**config.mk**
```make
export PLATFORM = sky130hd
export DESIGN_NAME = cesa_seq_adder
export DESIGN_NICKNAME = d
export VERILOG_FILES = /design/src/rtl/cesa_seq_adder.sv
export SDC_FILE = /design/constraint.sdc
export NUM_CORES = 1
export LEC_CHECK = 0
export ABC_AREA = 1
export BUFFER_PORTS_ARGS = -buffer_cell sky130_fd_sc_hd__buf_2
export CELL_PAD_IN_SITES_DETAIL_PLACEMENT = 1
export CELL_PAD_IN_SITES_GLOBAL_PLACEMENT = 1
export CORE_ASPECT_RATIO = 1.75
export CORE_MARGIN = 2
export CORE_UTILIZATION = 35
export DETAILED_ROUTE_END_ITERATION = 8
export PLACE_DENSITY = 0.68
export SYNTH_ARGS = -nofsm -noshare
export SYNTH_HDL_FRONTEND = slang
export SYNTH_SLANG_ARGS = --single-unit
```
**constraint.sdc**
```tcl
create_clock -name clk_i -period 3 [get_ports clk_i]
set_input_delay 0.3 -clock clk_i [delete_from_list [all_inputs] [get_ports clk_i]]
set_output_delay 0.3 -clock clk_i [all_outputs]
set_load 0.01 [all_outputs]
```
**src/rtl/cesa_seq_adder.sv**
```systemverilog
// Carry-estimating speculative adder built from 4-bit segments, with a
// registered misprediction check, optional one-cycle correction and error counter.
module cesa_seq_adder #(
    parameter int unsigned WIDTH = 32,
    parameter int unsigned CNT_W = 16
) (
    input  logic             clk_i,
    input  logic             rst_ni,
    input  logic             in_valid_i,
    output logic             in_ready_o,
    input  logic [WIDTH-1:0] a_i,
    input  logic [WIDTH-1:0] b_i,
    input  logic             cin_i,
    input  logic             mode_i,
    output logic             out_valid_o,
    input  logic             out_ready_i,
    output logic [WIDTH-1:0] sum_o,
    output logic             cout_o,
    output logic             err_o,
    input  logic             clr_cnt_i,
    output logic [CNT_W-1:0] err_cnt_o
);

    localparam int unsigned NSEG = WIDTH / 4;

    typedef enum logic [1:0] {IDLE, SPEC, FIX, HOLD} state_t;

    state_t state_q, state_d;

    logic [WIDTH-1:0] a_q, b_q, sum_q;
    logic             cin_q, mode_q, cout_q, err_q, tcout_q;
    logic [NSEG-1:0]  tc_q;
    logic [CNT_W-1:0] err_cnt_q;

    logic [NSEG-1:0]  est, tco, tcin;
    logic [WIDTH:0]   rc;
    logic [WIDTH-1:0] spec_sum, fix_sum;
    logic [4:0]       seg_s, seg_f;
    logic             mis, seg_c;

    function automatic logic maj(input logic x, input logic y, input logic z);
        return (x & y) | (x & z) | (y & z);
    endfunction

    function automatic logic est_fn(input logic [3:0] a, input logic [3:0] b);
        logic sel, pre, post;
        sel  = (a[3] ^ b[3]) & (a[2] ^ b[2]);
        pre  = maj(a[1], b[1], a[0] & b[0]);
        post = maj(a[3], b[3], a[2] & b[2]);
        return sel ? pre : post;
    endfunction

    // Returns {carry_out, sum[3:0]} of a 4-bit ripple from carry c.
    function automatic logic [4:0] seg_add(input logic [3:0] a, input logic [3:0] b,
                                           input logic c);
        logic [4:0] r;
        logic       cc;
        r  = '0;
        cc = c;
        for (int unsigned j = 0; j < 4; j++) begin
            r[j] = a[j] ^ b[j] ^ cc;
            cc   = maj(a[j], b[j], cc);
        end
        r[4] = cc;
        return r;
    endfunction

    // Reference ripple over the full width; only its per-segment carries are kept for FIX.
    always_comb begin
        rc    = '0;
        rc[0] = cin_q;
        for (int unsigned i = 0; i < WIDTH; i++) begin
            rc[i+1] = maj(a_q[i], b_q[i], rc[i]);
        end
    end

    always_comb begin
        est      = '0;
        tco      = '0;
        tcin     = '0;
        spec_sum = '0;
        fix_sum  = '0;
        seg_s    = '0;
        seg_f    = '0;
        seg_c    = 1'b0;
        for (int unsigned k = 0; k < NSEG; k++) begin
            est[k]  = est_fn(a_q[4*k +: 4], b_q[4*k +: 4]);
            tco[k]  = rc[4*k+4];
            tcin[k] = rc[4*k];
            seg_c   = (k == 0) ? cin_q : est[k-1];
            seg_s   = seg_add(a_q[4*k +: 4], b_q[4*k +: 4], seg_c);
            spec_sum[4*k +: 4] = seg_s[3:0];
            seg_f   = seg_add(a_q[4*k +: 4], b_q[4*k +: 4], tc_q[k]);
            fix_sum[4*k +: 4]  = seg_f[3:0];
        end
    end

    assign mis = |(est ^ tco);

    always_ff @(posedge clk_i or negedge rst_ni) begin
        if (!rst_ni) begin
            state_q <= IDLE;
        end else begin
            state_q <= state_d;
        end
    end

    always_comb begin
        state_d = state_q;
        case (state_q)
            IDLE:    if (in_valid_i) state_d = SPEC;
            SPEC:    state_d = (mode_q && mis) ? FIX : HOLD;
            FIX:     state_d = HOLD;
            HOLD:    if (out_ready_i) state_d = IDLE;
            default: state_d = IDLE;
        endcase
    end

    always_ff @(posedge clk_i or negedge rst_ni) begin
        if (!rst_ni) begin
            a_q     <= '0;
            b_q     <= '0;
            cin_q   <= 1'b0;
            mode_q  <= 1'b0;
            sum_q   <= '0;
            cout_q  <= 1'b0;
            err_q   <= 1'b0;
            tc_q    <= '0;
            tcout_q <= 1'b0;
        end else begin
            case (state_q)
                IDLE: begin
                    if (in_valid_i) begin
                        a_q    <= a_i;
                        b_q    <= b_i;
                        cin_q  <= cin_i;
                        mode_q <= mode_i;
                    end
                end
                SPEC: begin
                    tc_q    <= tcin;
                    tcout_q <= rc[WIDTH];
                    if (!mode_q || !mis) begin
                        sum_q  <= spec_sum;
                        cout_q <= est[NSEG-1];
                        err_q  <= mis;
                    end
                end
                FIX: begin
                    sum_q  <= fix_sum;
                    cout_q <= tcout_q;
                    err_q  <= 1'b1;
                end
                default: ;
            endcase
        end
    end

    always_ff @(posedge clk_i or negedge rst_ni) begin
        if (!rst_ni) begin
            err_cnt_q <= '0;
        end else if (clr_cnt_i) begin
            err_cnt_q <= '0;
        end else if (state_q == HOLD && out_ready_i && err_q && err_cnt_q != '1) begin
            err_cnt_q <= err_cnt_q + CNT_W'(1);
        end
    end

    assign in_ready_o  = (state_q == IDLE);
    assign out_valid_o = (state_q == HOLD);
    assign sum_o       = sum_q;
    assign cout_o      = cout_q;
    assign err_o       = err_q;
    assign err_cnt_o   = err_cnt_q;

endmodule

```
Yosys cells after proc, flatten, opt, wreduce, memory -nomap -nowiden
Index checks and enable logic that the tools add are counted.
{"block": "totals", "register_bits": 127, "inputBits": 71}
{"block": "op_classes", "addsub": 1, "n_mux": 20, "bitwise": 509, "n_eq_ne": 7, "reduce_logical": 14}
{"op": "$and A1 B1 Y1", "n": 226}
{"op": "$or A1 B1 Y1", "n": 186}
{"op": "$xor A1 B1 Y1", "n": 96}
{"op": "$pmux W32 S2", "n": 1}
{"op": "$mux W16", "n": 2}
{"op": "$mux W32", "n": 1}
{"op": "$add A16 B1 Y16 const B", "n": 1}
{"op": "$ne A16 B16 Y1 const B", "n": 1}
{"op": "$mux W1", "n": 11}
{"op": "$pmux W2 S4", "n": 1}
{"op": "$reduce_or A8 Y1", "n": 1}
{"op": "$xor A8 B8 Y8", "n": 1}
{"op": "$reduce_and A2 Y1", "n": 3}
{"op": "$eq A2 B2 Y1 const B", "n": 2}
{"op": "$logic_and A1 B1 Y1", "n": 4}
{"op": "$mux W2", "n": 2}
{"op": "$ne A2 B2 Y1 const B", "n": 2}
{"op": "$pmux W1 S2", "n": 2}
{"op": "$reduce_bool A2 Y1", "n": 2}
{"op": "$eq A2 B1 Y1 const B", "n": 1}
{"op": "$logic_not A1 Y1", "n": 2}
{"op": "$logic_not A2 Y1", "n": 1}
{"op": "$ne A2 B1 Y1 const B", "n": 1}
{"op": "$logic_or A1 B1 Y1", "n": 1}

Longest topological paths before layout
Gate-level depths: netlist of the first run.
{"block": "logic_depth", "depth_word": 102, "ltp_mapped": 43}

Least setup slack after synthesis of the first run
No wires, ideal clock.
{"block": "synth_path", "kind": "reg-to-reg", "start": "register a_q[0]", "end": "register sum_q[24], in the netlist sum_o[24]", "path_buffers": 1, "setup_slack_ps": -199, "path_stages_with_launch": 43, "synth_period_minus_slack_ps": 3199, "t_arrival_ps": 3083, "cell_sequence": "dfrtp_1 -> ha_1 -> inv_1 -> nand3_2 -> nand2_2 -> nand2_2 -> nand2_2 -> nand2_2 -> nand2_1 -> nand2_1 -> nand2_1 -> nand2_2 -> nand2_2 -> nand2_2 -> nand2_2 -> nand2_2 -> nand2_1 -> nand2_1 -> (+7 left out) -> nand2_1 -> nand2_2 -> nand2_2 -> nand2_1 -> nand2_1 -> nand2_2 -> nand2_2 -> nand2_1 -> nand2_1 -> nand2_2 -> nand3_1 -> nand3_2 -> nand2_4 -> nand2_8 -> nand2_8 -> buf_8 -> nand2_2 -> nand2_2"}
{"block": "synth_via", "elab_chain_len": 102, "elab_cells_between_ends": 139, "cone_classes": "1 x eq/ne; 1 x mux; 133 x bitwise; 4 x reduce/logical"}
{"element": "start, declared", "line": "30", "rtl": "logic [WIDTH-1:0] a_q, b_q, sum_q;"}
{"element": "start signal, assigned", "line": "134", "rtl": "a_q <= a_i;"}
{"element": "$and A1 B1 Y1 (on tied branches)", "line": "42, 48"}
{"element": "$or A1 B1 Y1 (2 in series)", "line": "42", "rtl": "return (x & y) | (x & z) | (y & z);"}
{"element": "$and A1 B1 Y1", "line": "42"}
{"element": "$or A1 B1 Y1 (2 in series)", "line": "42"}
{"element": "$and A1 B1 Y1", "line": "42"}
{"element": "$or A1 B1 Y1 (2 in series)", "line": "42"}
{"element": "$and A1 B1 Y1"}
{"element": "$or A1 B1 Y1 (2 in series)"}
{"element": "(+81 left out)"}
{"element": "$and A1 B1 Y1", "line": "42"}
{"element": "$or A1 B1 Y1 (2 in series)", "line": "42"}
{"element": "$xor A8 B8 Y8 *", "line": "98", "rtl": "assign mis = |(est ^ tco);"}
{"element": "$reduce_or A8 Y1 *", "line": "98"}
{"element": "$logic_not A1 Y1 *", "line": "143", "rtl": "if (!mode_q || !mis) begin"}
{"element": "$logic_or A1 B1 Y1 *", "line": "143"}
{"element": "$ne A2 B2 Y1 (no source line) *"}
{"element": "$reduce_and A2 Y1 (no source line) *"}
{"element": "end signal, assigned", "line": "144", "rtl": "sum_q <= spec_sum;"}
{"element": "end signal, assigned", "line": "150", "rtl": "sum_q <= fix_sum;"}
{"element": "end, declared", "line": "30"}
Every way passes the cells marked *; elsewhere a longest branch is shown, timed or not.
A chain may end at the register's enable or synchronous reset.

Final worst setup path of the first run
{"block": "layout_path", "start": "register b_q[0]", "end": "register err_q, in the netlist err_o"}
{"block": "layout_via", "elab_chain_len": 102, "elab_cells_between_ends": 141, "cone_classes": "1 x eq/ne; 3 x mux; 133 x bitwise; 4 x reduce/logical"}
{"element": "start, declared", "line": "30"}
{"element": "start signal, assigned", "line": "135", "rtl": "b_q <= b_i;"}
{"element": "$and A1 B1 Y1", "line": "42, 48"}
{"element": "$or A1 B1 Y1 (2 in series)", "line": "42"}
{"element": "$and A1 B1 Y1", "line": "42"}
{"element": "$or A1 B1 Y1 (2 in series)", "line": "42"}
{"element": "$and A1 B1 Y1", "line": "42"}
{"element": "$or A1 B1 Y1 (2 in series)", "line": "42"}
{"element": "$and A1 B1 Y1"}
{"element": "$or A1 B1 Y1 (2 in series)"}
{"element": "(+81 left out)"}
{"element": "$and A1 B1 Y1", "line": "42"}
{"element": "$or A1 B1 Y1 (2 in series)", "line": "42"}
{"element": "$xor A8 B8 Y8 *", "line": "98"}
{"element": "$reduce_or A8 Y1 *", "line": "98"}
{"element": "$logic_not A1 Y1", "line": "143"}
{"element": "$logic_or A1 B1 Y1", "line": "143"}
{"element": "$ne A2 B2 Y1 (no source line)"}
{"element": "$reduce_and A2 Y1 (no source line)"}
{"element": "end signal, assigned", "line": "146", "rtl": "err_q <= mis;"}
{"element": "end, declared", "line": "31", "rtl": "logic cin_q, mode_q, cout_q, err_q, tcout_q;"}
Every way passes the cells marked *; elsewhere a longest branch is shown, timed or not. The select of a mux whose other input is x is not followed.

==> results of run 1 <==
cells in the final DEF, fill, tap and decap left out, types with 15 or more instances in the layout:
cell and instances:
dfrtp_1 127, buf_2 121, nand2_1 104, mux2_2 66
nand2_2 64, nor2_1 63, inv_1 57, o21ai_0 51
buf_4 50, ha_1 36, xor2_1 31, nand3_1 27
a21oi_1 18, clkbuf_16 18, nor2_2 15
final timing paths:
| kind | startpoint | end | slack, ps | cells after the start |
|---|---|---|---|---|
| max | b_q[0]$_DFFE_PN0P_ | err_o$_DFFE_PN0P_ | -600 | 42 |
| min reg2reg | sum_o[31]$_DFFE_PN0P_ | sum_o[31]$_DFFE_PN0P_ | 500 | 2 |
| min | rst_ni | a_q[19]$_DFFE_PN0P_ | -20 | 2 |
| min in group clk_i | b_i[8] | b_q[8]$_DFFE_PN0P_ | 100 | 2 |
| max reg2reg | b_q[0]$_DFFE_PN0P_ | err_o$_DFFE_PN0P_ | -600 | 42 |
| max in group asynchronous | rst_ni | err_cnt_o[7]$_DFFE_PN0P_ | 2500 | 2 |
power breakdown:
part	switching, mW	internal (mW)
combinational	4.30	3.59
clock	0.769	1.36
sequential	0.643	2.53
synthesized netlist by cell type, drive strengths merged:
| master | count | area, um^2 |
|---|---|---|
| nand3 | 41 | 215.2 |
| nor4 | 1 | 6.260 |
| ha | 37 | 462.9 |
| nand4 | 2 | 12.51 |
| o21ai | 54 | 270.3 |
| clkinv | 1 | 3.750 |
| a31oi | 7 | 43.79 |
| o31ai | 1 | 7.510 |
| o211ai | 2 | 15.01 |
| o22ai | 1 | 6.260 |
| xor2 | 31 | 271.5 |
| xnor2 | 5 | 43.79 |
| or2 | 3 | 21.28 |
| a211oi | 5 | 37.54 |
| a21oi | 21 | 116.4 |
| mux2 | 66 | 743.2 |
| inv | 65 | 244.0 |
| dfrtp | 127 | 3178 |
| buf | 7 | 81.32 |
| nor3 | 4 | 20.02 |
| nand2 | 175 | 849.6 |
| nor2 | 79 | 331.6 |
| clkbuf | 14 | 73.82 |
worst max-delay path, delay by kind of cell (launching register included):
kind / cells / cell delay (ps)
simple gates: 39 / 2700
buf+inv: 2 / 190
flops: 1 / 380
fa+ha+maj: 1 / 190
cell type report:
type	count	area, um^2
Timing Repair Buffer	184	1226
Clock buffer	21	470.5
Tap cell	245	306.5
Multi-Input combinational cell	540	3665
Clock inverter	11	137.6
Fill cell	2297	10510
Inverter	66	247.7
Sequential cell	127	3178
registers in the layout (all words and copies together) (netlist names):
signal     cells
tc_q           8
a_q           32
err_o          1
sum_o         32
err_cnt_o     16
mode_q         1
b_q           32
cin_q          1
state_q        2
cout_o         1
tcout_q        1
kinds of logic (layout without fill, tap and decap cells):
family                     Yosys count  in the layout  synth area share [%]
AOI/OAI and AO/OA                   91             91                 7.040
xor gates and xnor gates            36             36                 4.469
adders and majority gates           37             37                 6.561
buffers and inverters               87            282                 5.710
DFF                                127            127                 45.04
muxes                               66             66                 10.53
and+or+nand+nor                    305            310                 20.64
timing repair:
action	in CTS	in global routing
setup endpoints to repair	36	38
pin swaps	0	16
setup buffers	20	6
resized for setup	11	25
hold buffers	0	0
gates cloned	5	3
stage by stage:
stage	hold slack [ps]	instance area, um^2
2_1_floorplan	4.409	7077
3_3_place_gp	478.5	8138
3_5_place_dp	479.7	8138
4_1_cts	13.46	9031
5_1_grt	19.20	9231
6_report	-22.83	9231
per-layer routing:
layer	GRT usage [%]	vias to the layer above	part of all wire, %
met5	0	-	0
met4	8.594	0	3.2
met3	3.629	33	2.9
met2	36.73	97	58
met1	18.28	2828	36
li1	-	2842	-
==> metrics.md, run 1 <==
| Metric | Value |
|---|---|
| Number of global-route vias before repair | `6298` |
| CTS tree | `yes` |
| Vias per cell | `4.858` |
| Status | `complete, but fails checks` |
| Layout area overhead | `30.84%` |
| DRC Markers | `0` |
| Global-route wire length before repair | `30770 um` |
| Clock skew | `7.655 ps` |
| Cells after Synth | `749` |
| Yosys warnings | `0` |
| DR WL/cell | `roughly 16 um` |
| Slew @ Worst Pin | `950.2 ps` |
| Worst-path fanout max | `8` |
| Core Region | `19740 um^2` |
| Clk sinks | `127` |
| Period utilization | `119.9%` |
| Number of buffers created by CTS | `17` |
| H-Tree Depth | `4` |
| Drt pass-1 iters | `4` |
| Sequential area share after synthesis | `~45%` |
| Fmax | `between 200 and 300 MHz` |
| Total number of vias | `5800` |
| Share of cells above drive strength 1 | `42.36%` |
| Number of max-cap violations | `0` |
| DRT Wirelength | `~19000 um` |
| # setup viols final | `36` |
| GRT Overall Usage | `18.56%` |
| RSZ-0062 raised after global routing | `yes` |
| Die height | `191.8 um` |
| Final Non-Filler Cells | `roughly 1.2k` |
| Clock buffer depth | `2` |
| Worst hold path class | `input port to async pin` |
| Die Wd | `111.3 um` |
| Total power | `13.20 mW` |
| Net Count, Synth | `approximately 860` |
| Post-DRT Antenna Nets | `0` |
| Syn avg cell area | `about 9.4 um^2` |
| Worst endpoint data arrival time | `3910 ps` |
| Crit-path slowest cell | `dfrtp_1` |
| DP HPWL | `13060 um` |
| Max incr delay on CP | `380 ps` |
| Worst setup EP type | `flip-flop` |
| CTS clock-pin slew for the worst setup and hold paths | `60 ps` |
| DP Worst Slack | `-583.4 ps` |
| Setup tns final | `-19980 ps` |
| CTS root buf | `clkbuf_16` |
| Leakage Power | `4.612 nW` |
| Final Critical Period | `3597 ps` |
| Final WS setup | `-597.2 ps` |
| Initial core utilization | `roughly 36%` |
| Largest net degree at the start of global routing | `128` |
| Worst vdd ir | `597.4 uV` |
| Ant. Diodes | `0` |
| Synth Cell Area | `7056 um^2` |
| Post-synthesis cell type count | `39` |
| WS Path Type | `flip-flop to flip-flop` |
| Slew HR | `36.65%` |
| Failing checks | `negative hold slack, negative setup slack` |
| FF+latch count, synth | `approximately 130` |
| 1st-iter DRT viols | `approximately 160` |
| Final net count | `1044` |
| Slew Viols, Final | `0` |
| Final hold slack | `-22.83 ps` |
| Port bufs | `122` |
| Row Count | `68` |
| Worst setup SP type | `flip-flop` |
| Initial antenna violation count | `0` |
| WP data required | `about 3300 ps` |
| Die ar. | `21350 um^2` |
| GPL Wtd Cong | `slightly below 0.8` |
| Inst Count DP | `1130` |
| Top Ports | `approximately 120` |
| Gr ovfl total | `0` |
| Fin. Hold Viols | `5` |
| Worst-Skew Late Latency | `~430 ps` |
| Fin util | `approximately 47%` |
| Cell mode on critical path | `nand2_2` |
| P per Cell Area | `1429 nW/um^2` |
Note: power is estimated with default switching activity, not from simulation.
==> run 2, diff against run 1 <==
--- a/config.mk
+++ b/config.mk
@@ -10,7 +10,6 @@
 export CELL_PAD_IN_SITES_DETAIL_PLACEMENT = 1
 export CELL_PAD_IN_SITES_GLOBAL_PLACEMENT = 1
 export CORE_ASPECT_RATIO = 1.75
-export CORE_MARGIN = 2
 export CORE_UTILIZATION = 35
 export DETAILED_ROUTE_END_ITERATION = 8
 export PLACE_DENSITY = 0.68
==> run 2 against run 1 <==
The run ends with negative setup slack left; maximum frequency down 0.56%; sequential share of layout area down 0.61 points; total power up 4.9%; cell area up 1.8%; hold slack better by 120 ps; critical path type unchanged; critical endpoint is now tc_q[5]$_DFFE_PN0N_; highest routed layer unchanged.
==> metrics.md, run 2 (same netlist as run 1, synthesis figures left out) <==
| Metric | Value |
|---|---|
| Status | `complete, but fails checks (unchanged)` |
| Failing checks | `negative setup slack (was negative hold slack, negative setup slack)` |
| Fin util | `47.61% (was 46.77%)` |
| Clock buffer depth | `2 (unchanged)` |
| Die height | `189.8 um (was 191.8 um)` |
| Gr ovfl total | `0 (unchanged)` |
| DP Worst Slack | `-575.6 ps (was -583.4 ps)` |
| Worst setup SP type | `flip-flop (unchanged)` |
| Slew Viols, Final | `0 (unchanged)` |
| Share of cells above drive strength 1 | `44.03% (was 42.36%)` |
| Drt pass-1 iters | `4 (unchanged)` |
| Vias per cell | `4.819 (was 4.858)` |
| Final net count | `1067 (was 1044)` |
| FILL cells | `2304 (was 2297)` |
| Port bufs | `122 (unchanged)` |
| Number of max-cap violations | `0 (unchanged)` |
| WP data required | `3350 ps (was 3320 ps)` |
| R2R depth | `36 (was 42)` |
| Ant. Diodes | `0 (unchanged)` |
| Final WS setup | `-617.3 ps (was -597.2 ps)` |
| Setup tns final | `-18700 ps (was -19980 ps)` |
| Fin. Hold Viols | `0 (was 5)` |
| Initial antenna violation count | `0 (unchanged)` |
| Initial core utilization | `35.74% (unchanged)` |
| Period utilization | `120.6% (was 119.9%)` |
| CTS clock-pin slew for the worst setup and hold paths | `60 ps (about the same)` |
| Int Pwr | `7.799 mW (was 7.483 mW)` |
| Slew HR | `29.29% (was 36.65%)` |
| Worst-path fanout max | `2 (was 8)` |
| Logic pwr share | `61.2% (was 59.8%)` |
| Number of buffers created by CTS | `17 (unchanged)` |
| CTS tree | `yes (unchanged)` |
| Final Critical Period | `3617 ps (was 3597 ps)` |
| Multi-input logic area | `3736 um^2 (was 3665 um^2)` |
| P per Cell Area | `1473 nW/um^2 (was 1429 nW/um^2)` |
| DRC Markers | `0 (unchanged)` |
| Clock share of power | `16.1% (was 16.2%)` |
| DR WL/cell | `15.70 um (was 16.15 um)` |
| # setup viols final | `37 (was 36)` |
| Number of global-route vias before repair | `6354 (was 6298)` |
| Post-DRT Antenna Nets | `0 (unchanged)` |
| Worst-Skew Late Latency | `430 ps (about the same)` |
| GRT Overall Usage | `19.35% (was 18.56%)` |
| Worst hold path class | `input port to flip-flop (was input port to async pin)` |
| Worst r2r dst | `tc_q[5]$_DFFE_PN0N_ (was err_o$_DFFE_PN0P_)` |
| DRT Wirelength | `19100 um (was 19280 um)` |
| Hold path start | `b_i[10]` |
| Crit path launch | `a_q[0]$_DFFE_PN0P_ (was b_q[0]$_DFFE_PN0P_)` |
| CTS root buf | `clkbuf_16 (unchanged)` |
| H-Tree Depth | `4 (unchanged)` |
| Row Count | `68 (unchanged)` |
| Fmax | `276.4 MHz (was 278.0 MHz)` |
| Switching power share of the total | `43.67% (was 43.29%)` |
| Reg area | `3178 um^2 (unchanged)` |
| Worst vdd ir | `588.1 uV (was 597.4 uV)` |
| Worst endpoint data arrival time | `3960 ps (was 3910 ps)` |
| R2R Setup Slk | `-620 ps (was -600 ps)` |
| Cell Area, Placed | `8150 um^2 (was 8138 um^2)` |
| Global-route wire length before repair | `30440 um (was 30770 um)` |
| Core Region | `19740 um^2 (unchanged)` |
| GPL Wtd Cong | `0.7535 (was 0.7719)` |
| Setup crit end | `tc_q[5]$_DFFE_PN0N_ (was err_o$_DFFE_PN0P_)` |
| Total number of vias | `5865 (was 5800)` |
| Cell mode on critical path | `nand2_2 (unchanged)` |
| Seq pwr share | `22.7% (was 24.0%)` |
| Most common cell after layout, fill and taps aside | `dfrtp_1 (unchanged)` |
| Leakage Power | `4.723 nW (was 4.612 nW)` |
| RSZ-0062 raised after global routing | `yes (unchanged)` |
| Die ar. | `20750 um^2 (was 21350 um^2)` |
| Most frequent cells in the layout | `127 x dfrtp_1, 121 x buf_2, 95 x nand2_1 (was 127 x dfrtp_1, 121 x buf_2, 104 x nand2_1)` |
| WS Path Type | `flip-flop to flip-flop (unchanged)` |
| Worst r2r src | `a_q[0]$_DFFE_PN0P_ (was b_q[0]$_DFFE_PN0P_)` |
| Clock skew | `7.285 ps (was 7.655 ps)` |
| Slew @ Worst Pin | `1061 ps (was 950.2 ps)` |
| 1st-iter DRT viols | `167 (was 161)` |
| NetSw | `6.048 mW (was 5.713 mW)` |
| Top Ports | `123 (unchanged)` |
| Max incr delay on CP | `360 ps (was 380 ps)` |
| Die Wd | `109.3 um (was 111.3 um)` |
| Layout area overhead | `33.20% (was 30.84%)` |
| Crit-path slowest cell | `dfrtp_1 (unchanged)` |
| Worst setup EP type | `flip-flop (unchanged)` |
| Post-route cell area | `9398 um^2 (was 9231 um^2)` |
| Largest net degree at the start of global routing | `75 (was 128)` |
| DP HPWL | `13080 um (was 13060 um)` |
| Clk sinks | `127 (unchanged)` |
## run 2: cell count changes in the layout (fill, tap and decap cells not counted), sizes merged
cell,previous run,this run
clkbuf,22,17
dlygate4sd3,0,1
nand2,180,181
inv,65,69
buf,183,205
bufinv,3,4
clkinvlp,3,2
## run 2: layout make-up
| cell class | count | area share (%) |
|---|---|---|
| multi-input cells | 541 | 39.76 |
| well taps | 245 | 3.262 |
| flip-flops and latches | 127 | 33.82 |
| clock inverters | 15 | 2.237 |
| repair buffers | 206 | 13.77 |
| clock buffers | 17 | 4.527 |
| inverters | 66 | 2.636 |
## run 2: metal layers
layer	wire, um	track usage, %	vias to the layer above	share of wire, %
met1	7276	19.82	2862	38
met3	428	3.083	26	2.2
met4	507	7.692	0	2.7
met5	0	0	-	0
met2	10890	37.66	90	57
li1	-	-	2887	-
## run 2: worst min path at each step
stage / end / cells past startpoint
floorplan: a_q[0]$_DFFE_PN0P_ / 0
global placement: b_q[15]$_DFFE_PN0P_ / 1
detailed placement: b_q[15]$_DFFE_PN0P_ / 1
CTS: b_q[10]$_DFFE_PN0P_ / 2
global route: a_q[8]$_DFFE_PN0P_ / 2
finish: b_q[10]$_DFFE_PN0P_ / 2
## run 2: power groups by stage
stage	registers, mW	clock network [mW]	logic [mW]
floorplan	3.12	0	5.07
global placement	3.15	0	6.72
detailed placement	3.19	0	6.88
CTS	3.16	2.29	7.84
global route	3.26	2.37	9.37
finish	3.15	2.23	8.47
## run 2: metrics by stage
stage / power (mW) / cells / hold WS [ps]
after CTS: 13.30 / 1208 / 78.45
final: 13.85 / 1217 / 96.95
after global placement: 9.872 / 1135 / 249.7
after floorplan: 8.192 / 749 / 4.409
after detailed placement: 10.07 / 1135 / 246.8
after global routing: 15.00 / 1217 / 80.89
## run 2: critical path, delay by kind of cell (launching register included)
kind / cells / cell delay (ps)
simple gates: 20 / 1200
compound gates: 1 / 150
buf+inv: 14 / 1620
flops: 1 / 360
fa+ha+maj: 1 / 200
## run 2: repair_timing
item,CTS,global route
setup endpoints to repair,36,42
pin swaps,2,16
hold buffers,1,0
resized for setup,13,36
setup buffers,36,7
gates cloned,4,2
hold endpoints to repair,26,0
==> run 3, diff against run 2 <==
--- a/config.mk
+++ b/config.mk
@@ -16,3 +16,4 @@
 export SYNTH_ARGS = -nofsm -noshare
 export SYNTH_HDL_FRONTEND = slang
 export SYNTH_SLANG_ARGS = --single-unit
+export TNS_END_PERCENT = 50
==> run 3 against run 2 <==
The run still ends with negative setup slack left; clock power decreased by 10%; clock-buffer cell count up 5; utilization is 1.2 points lower; hold slack improved by 3.8 ps; global-route usage is 0.77 points lower; cell count fell by 1.7%; worst setup slack improved by 76 ps; maximum frequency increased by 2.1%; wire length fell by 4.6%; sequential share of layout area up 0.85 points; critical path type unchanged.
==> metrics.md, run 3 (same netlist as run 1, synthesis figures left out) <==
| Metric | Value |
|---|---|
| Die Wd | `109.3 um (unchanged)` |
| Crit path launch | `b_q[0]$_DFFE_PN0P_ (was a_q[0]$_DFFE_PN0P_)` |
| Number of max-cap violations | `0 (unchanged)` |
| H-Tree Depth | `4 (unchanged)` |
| WS Path Type | `flip-flop to flip-flop (unchanged)` |
| Period utilization | `118.0% (was 120.6%)` |
| CTS clock-pin slew for the worst setup and hold paths | `50 ps (was 60 ps)` |
| Die ar. | `20750 um^2 (unchanged)` |
| Row Count | `68 (unchanged)` |
| Max incr delay on CP | `380 ps (was 360 ps)` |
| Most frequent cells in the layout | `127 x dfrtp_1, 121 x buf_2, 98 x nand2_1 (was 127 x dfrtp_1, 121 x buf_2, 95 x nand2_1)` |
| Most common cell after layout, fill and taps aside | `dfrtp_1 (unchanged)` |
| Leakage Power | `4.608 nW (was 4.723 nW)` |
| Final Non-Filler Cells | `1196 (was 1217)` |
| Largest net degree at the start of global routing | `67 (was 75)` |
| Final hold slack | `100.7 ps (was 96.95 ps)` |
| Share of cells above drive strength 1 | `41.85% (was 44.03%)` |
| Worst endpoint data arrival time | `3850 ps (was 3960 ps)` |
| Global-route wire length before repair | `29470 um (was 30440 um)` |
| Gr ovfl total | `0 (unchanged)` |
| GRT Overall Usage | `18.58% (was 19.35%)` |
| RSZ-0062 raised after global routing | `yes (unchanged)` |
| Port bufs | `122 (unchanged)` |
| CP delay by family, top | `simple AND/OR/NAND/NOR gates (was buffers and inverters)` |
| Initial antenna violation count | `0 (unchanged)` |
| Status | `complete, but fails checks (unchanged)` |
| Cell count along the critical path | `42 (was 36)` |
| Number of global-route vias before repair | `6236 (was 6354)` |
| Fmax | `282.4 MHz (was 276.4 MHz)` |
| Initial core utilization | `35.74% (unchanged)` |
| Number of buffers created by CTS | `17 (unchanged)` |
| Clock buffer depth | `2 (unchanged)` |
| P per Cell Area | `1436 nW/um^2 (was 1473 nW/um^2)` |
| Multi-input logic area | `3586 um^2 (was 3736 um^2)` |
| R2R Setup Slk | `-540 ps (was -620 ps)` |
| Setup crit end | `sum_o[4]$_DFFE_PN0P_ (was tc_q[5]$_DFFE_PN0N_)` |
| CTS tree | `yes (unchanged)` |
| Worst vdd ir | `536.4 uV (was 588.1 uV)` |
| Final net count | `1049 (was 1067)` |
| Fin. Hold Viols | `0 (unchanged)` |
| R2R depth | `42 (was 36)` |
| Worst r2r src | `b_q[0]$_DFFE_PN0P_ (was a_q[0]$_DFFE_PN0P_)` |
| Total number of vias | `5788 (was 5865)` |
| Total power | `13.16 mW (was 13.85 mW)` |
| Slew HR | `41.84% (was 29.29%)` |
| Core Region | `19740 um^2 (unchanged)` |
| Buf+Inv Stages, Crit Path | `2 (was 14)` |
| Clock skew | `7.587 ps (was 7.285 ps)` |
| FILL cells | `2338 (was 2304)` |
| DRC Markers | `0 (unchanged)` |
| Die height | `189.8 um (unchanged)` |
| Worst hold path class | `input port to flip-flop (unchanged)` |
| Ant. Diodes | `0 (unchanged)` |
| Cell mode on critical path | `nand2_2 (unchanged)` |
| Slew @ Worst Pin | `872.4 ps (was 1061 ps)` |
| Final WS setup | `-541.5 ps (was -617.3 ps)` |
| Worst-Skew Late Latency | `430 ps (about the same)` |
| WP data required | `3310 ps (was 3350 ps)` |
| Post-DRT Antenna Nets | `0 (unchanged)` |
| Inst Count DP | `1140 (was 1135)` |
| Final Critical Period | `3541 ps (was 3617 ps)` |
| DP HPWL | `13560 um (was 13080 um)` |
| Vias per cell | `4.839 (was 4.819)` |
| Worst-path fanout max | `6 (was 2)` |
| Worst setup EP type | `flip-flop (unchanged)` |
| CTS root buf | `clkbuf_16 (unchanged)` |
| 1st-iter DRT viols | `92 (was 167)` |
| DRT Wirelength | `18220 um (was 19100 um)` |
| Drt pass-1 iters | `4 (unchanged)` |
| DR WL/cell | `15.24 um (was 15.70 um)` |
| Layout area overhead | `29.92% (was 33.20%)` |
| Crit-path slowest cell | `dfrtp_1 (unchanged)` |
| Slew Viols, Final | `0 (unchanged)` |
| Reg area | `3178 um^2 (unchanged)` |
| Worst r2r dst | `sum_o[4]$_DFFE_PN0P_ (was tc_q[5]$_DFFE_PN0N_)` |
| Worst setup SP type | `flip-flop (unchanged)` |
| Failing checks | `negative setup slack (unchanged)` |
| # setup viols final | `36 (was 37)` |
| GPL Wtd Cong | `0.7467 (was 0.7535)` |
| Clk sinks | `127 (unchanged)` |
| Top Ports | `123 (unchanged)` |
==> run 3: cell count changes in the layout (fill, tap and decap cells not counted), moves of 3 or more <==
cell	delta
buf_12	+5
buf_4	-17
clkbuf_8	+3
clkinv_2	+3
clkinv_4	-4
inv_6	-4
nand2_1	+3
nand2_2	-3
nand2_8	-5
nand3_1	+3
nand3_2	-3
==> run 3: worst register-to-register path: cells and delay by family (launching register included) <==
| family | cells | cell delay (ps) |
|---|---|---|
| adders and majority gates | 1 | 200 |
| and+or+nand+nor | 39 | 2580 |
| buffers and inverters | 2 | 280 |
| DFF | 1 | 380 |
==> run 3: per-stage QoR <==
step,utilization (%),instance area (um^2),TNS (ps),worst slack (ps)
after floorplan,-,7077,-4275,-148.3
after global placement,41.80,8250,-16210,-475.3
after detailed placement,41.80,8250,-19330,-568.6
after CTS,45.52,8985,-15550,-472.8
after global routing,46.44,9166,-30690,-869.1
final,46.44,9166,-18490,-541.5
==> run 3: worst min path at each step <==
stage | cells past startpoint | endpoint | slack [ps] | start
6_report | 2 | b_q[19]$_DFFE_PN0P_ | 100 | b_i[19]
5_1_grt | 2 | b_q[26]$_DFFE_PN0P_ | 90 | b_i[26]
4_1_cts | 2 | a_q[14]$_DFFE_PN0P_ | 80 | a_i[14]
3_5_place_dp | 1 | a_q[19]$_DFFE_PN0P_ | 240 | rst_ni
3_3_place_gp | 1 | a_q[19]$_DFFE_PN0P_ | 230 | rst_ni
2_1_floorplan | 0 | a_q[0]$_DFFE_PN0P_ | 4 | rst_ni
==> run 3: metal layers <==
metal / vias to the layer above / track usage, % / part of all wire, %
met5: - / 0 / 0
met4: 0 / 7.538 / 2.4
met3: 22 / 4.008 / 2.7
met2: 82 / 36.41 / 58
met1: 2853 / 18.08 / 37
li1: 2831 / - / -
==> run 3: layout make-up <==
| class | instances | share of cell area [%] |
|---|---|---|
| inverter | 66 | 2.703 |
| sequential | 127 | 34.67 |
| clock inverter | 7 | 0.9555 |
| clock buffer | 22 | 5.173 |
| timing repair buffer | 194 | 14.03 |
| tap | 245 | 3.344 |
| multi-input combinational | 535 | 39.12 |
==> run 3: repair_timing <==
action	4_1_cts	5_1_grt
gates resized for setup	10	21
endpoints found under the setup margin	36	38
hold buffers	1	0
pin swaps	0	11
endpoints found under the hold margin	22	0
gates cloned	0	2
setup buffers	17	7
==> run 3: report_power, final <==
part	total, mW	leakage, nW	internal, mW	switching [mW]
logic	8.00	2.78	3.76	4.24
clock network	2.00	0.277	1.27	0.734
registers	3.16	1.55	2.53	0.632
total	13.2	4.61	7.55	5.61
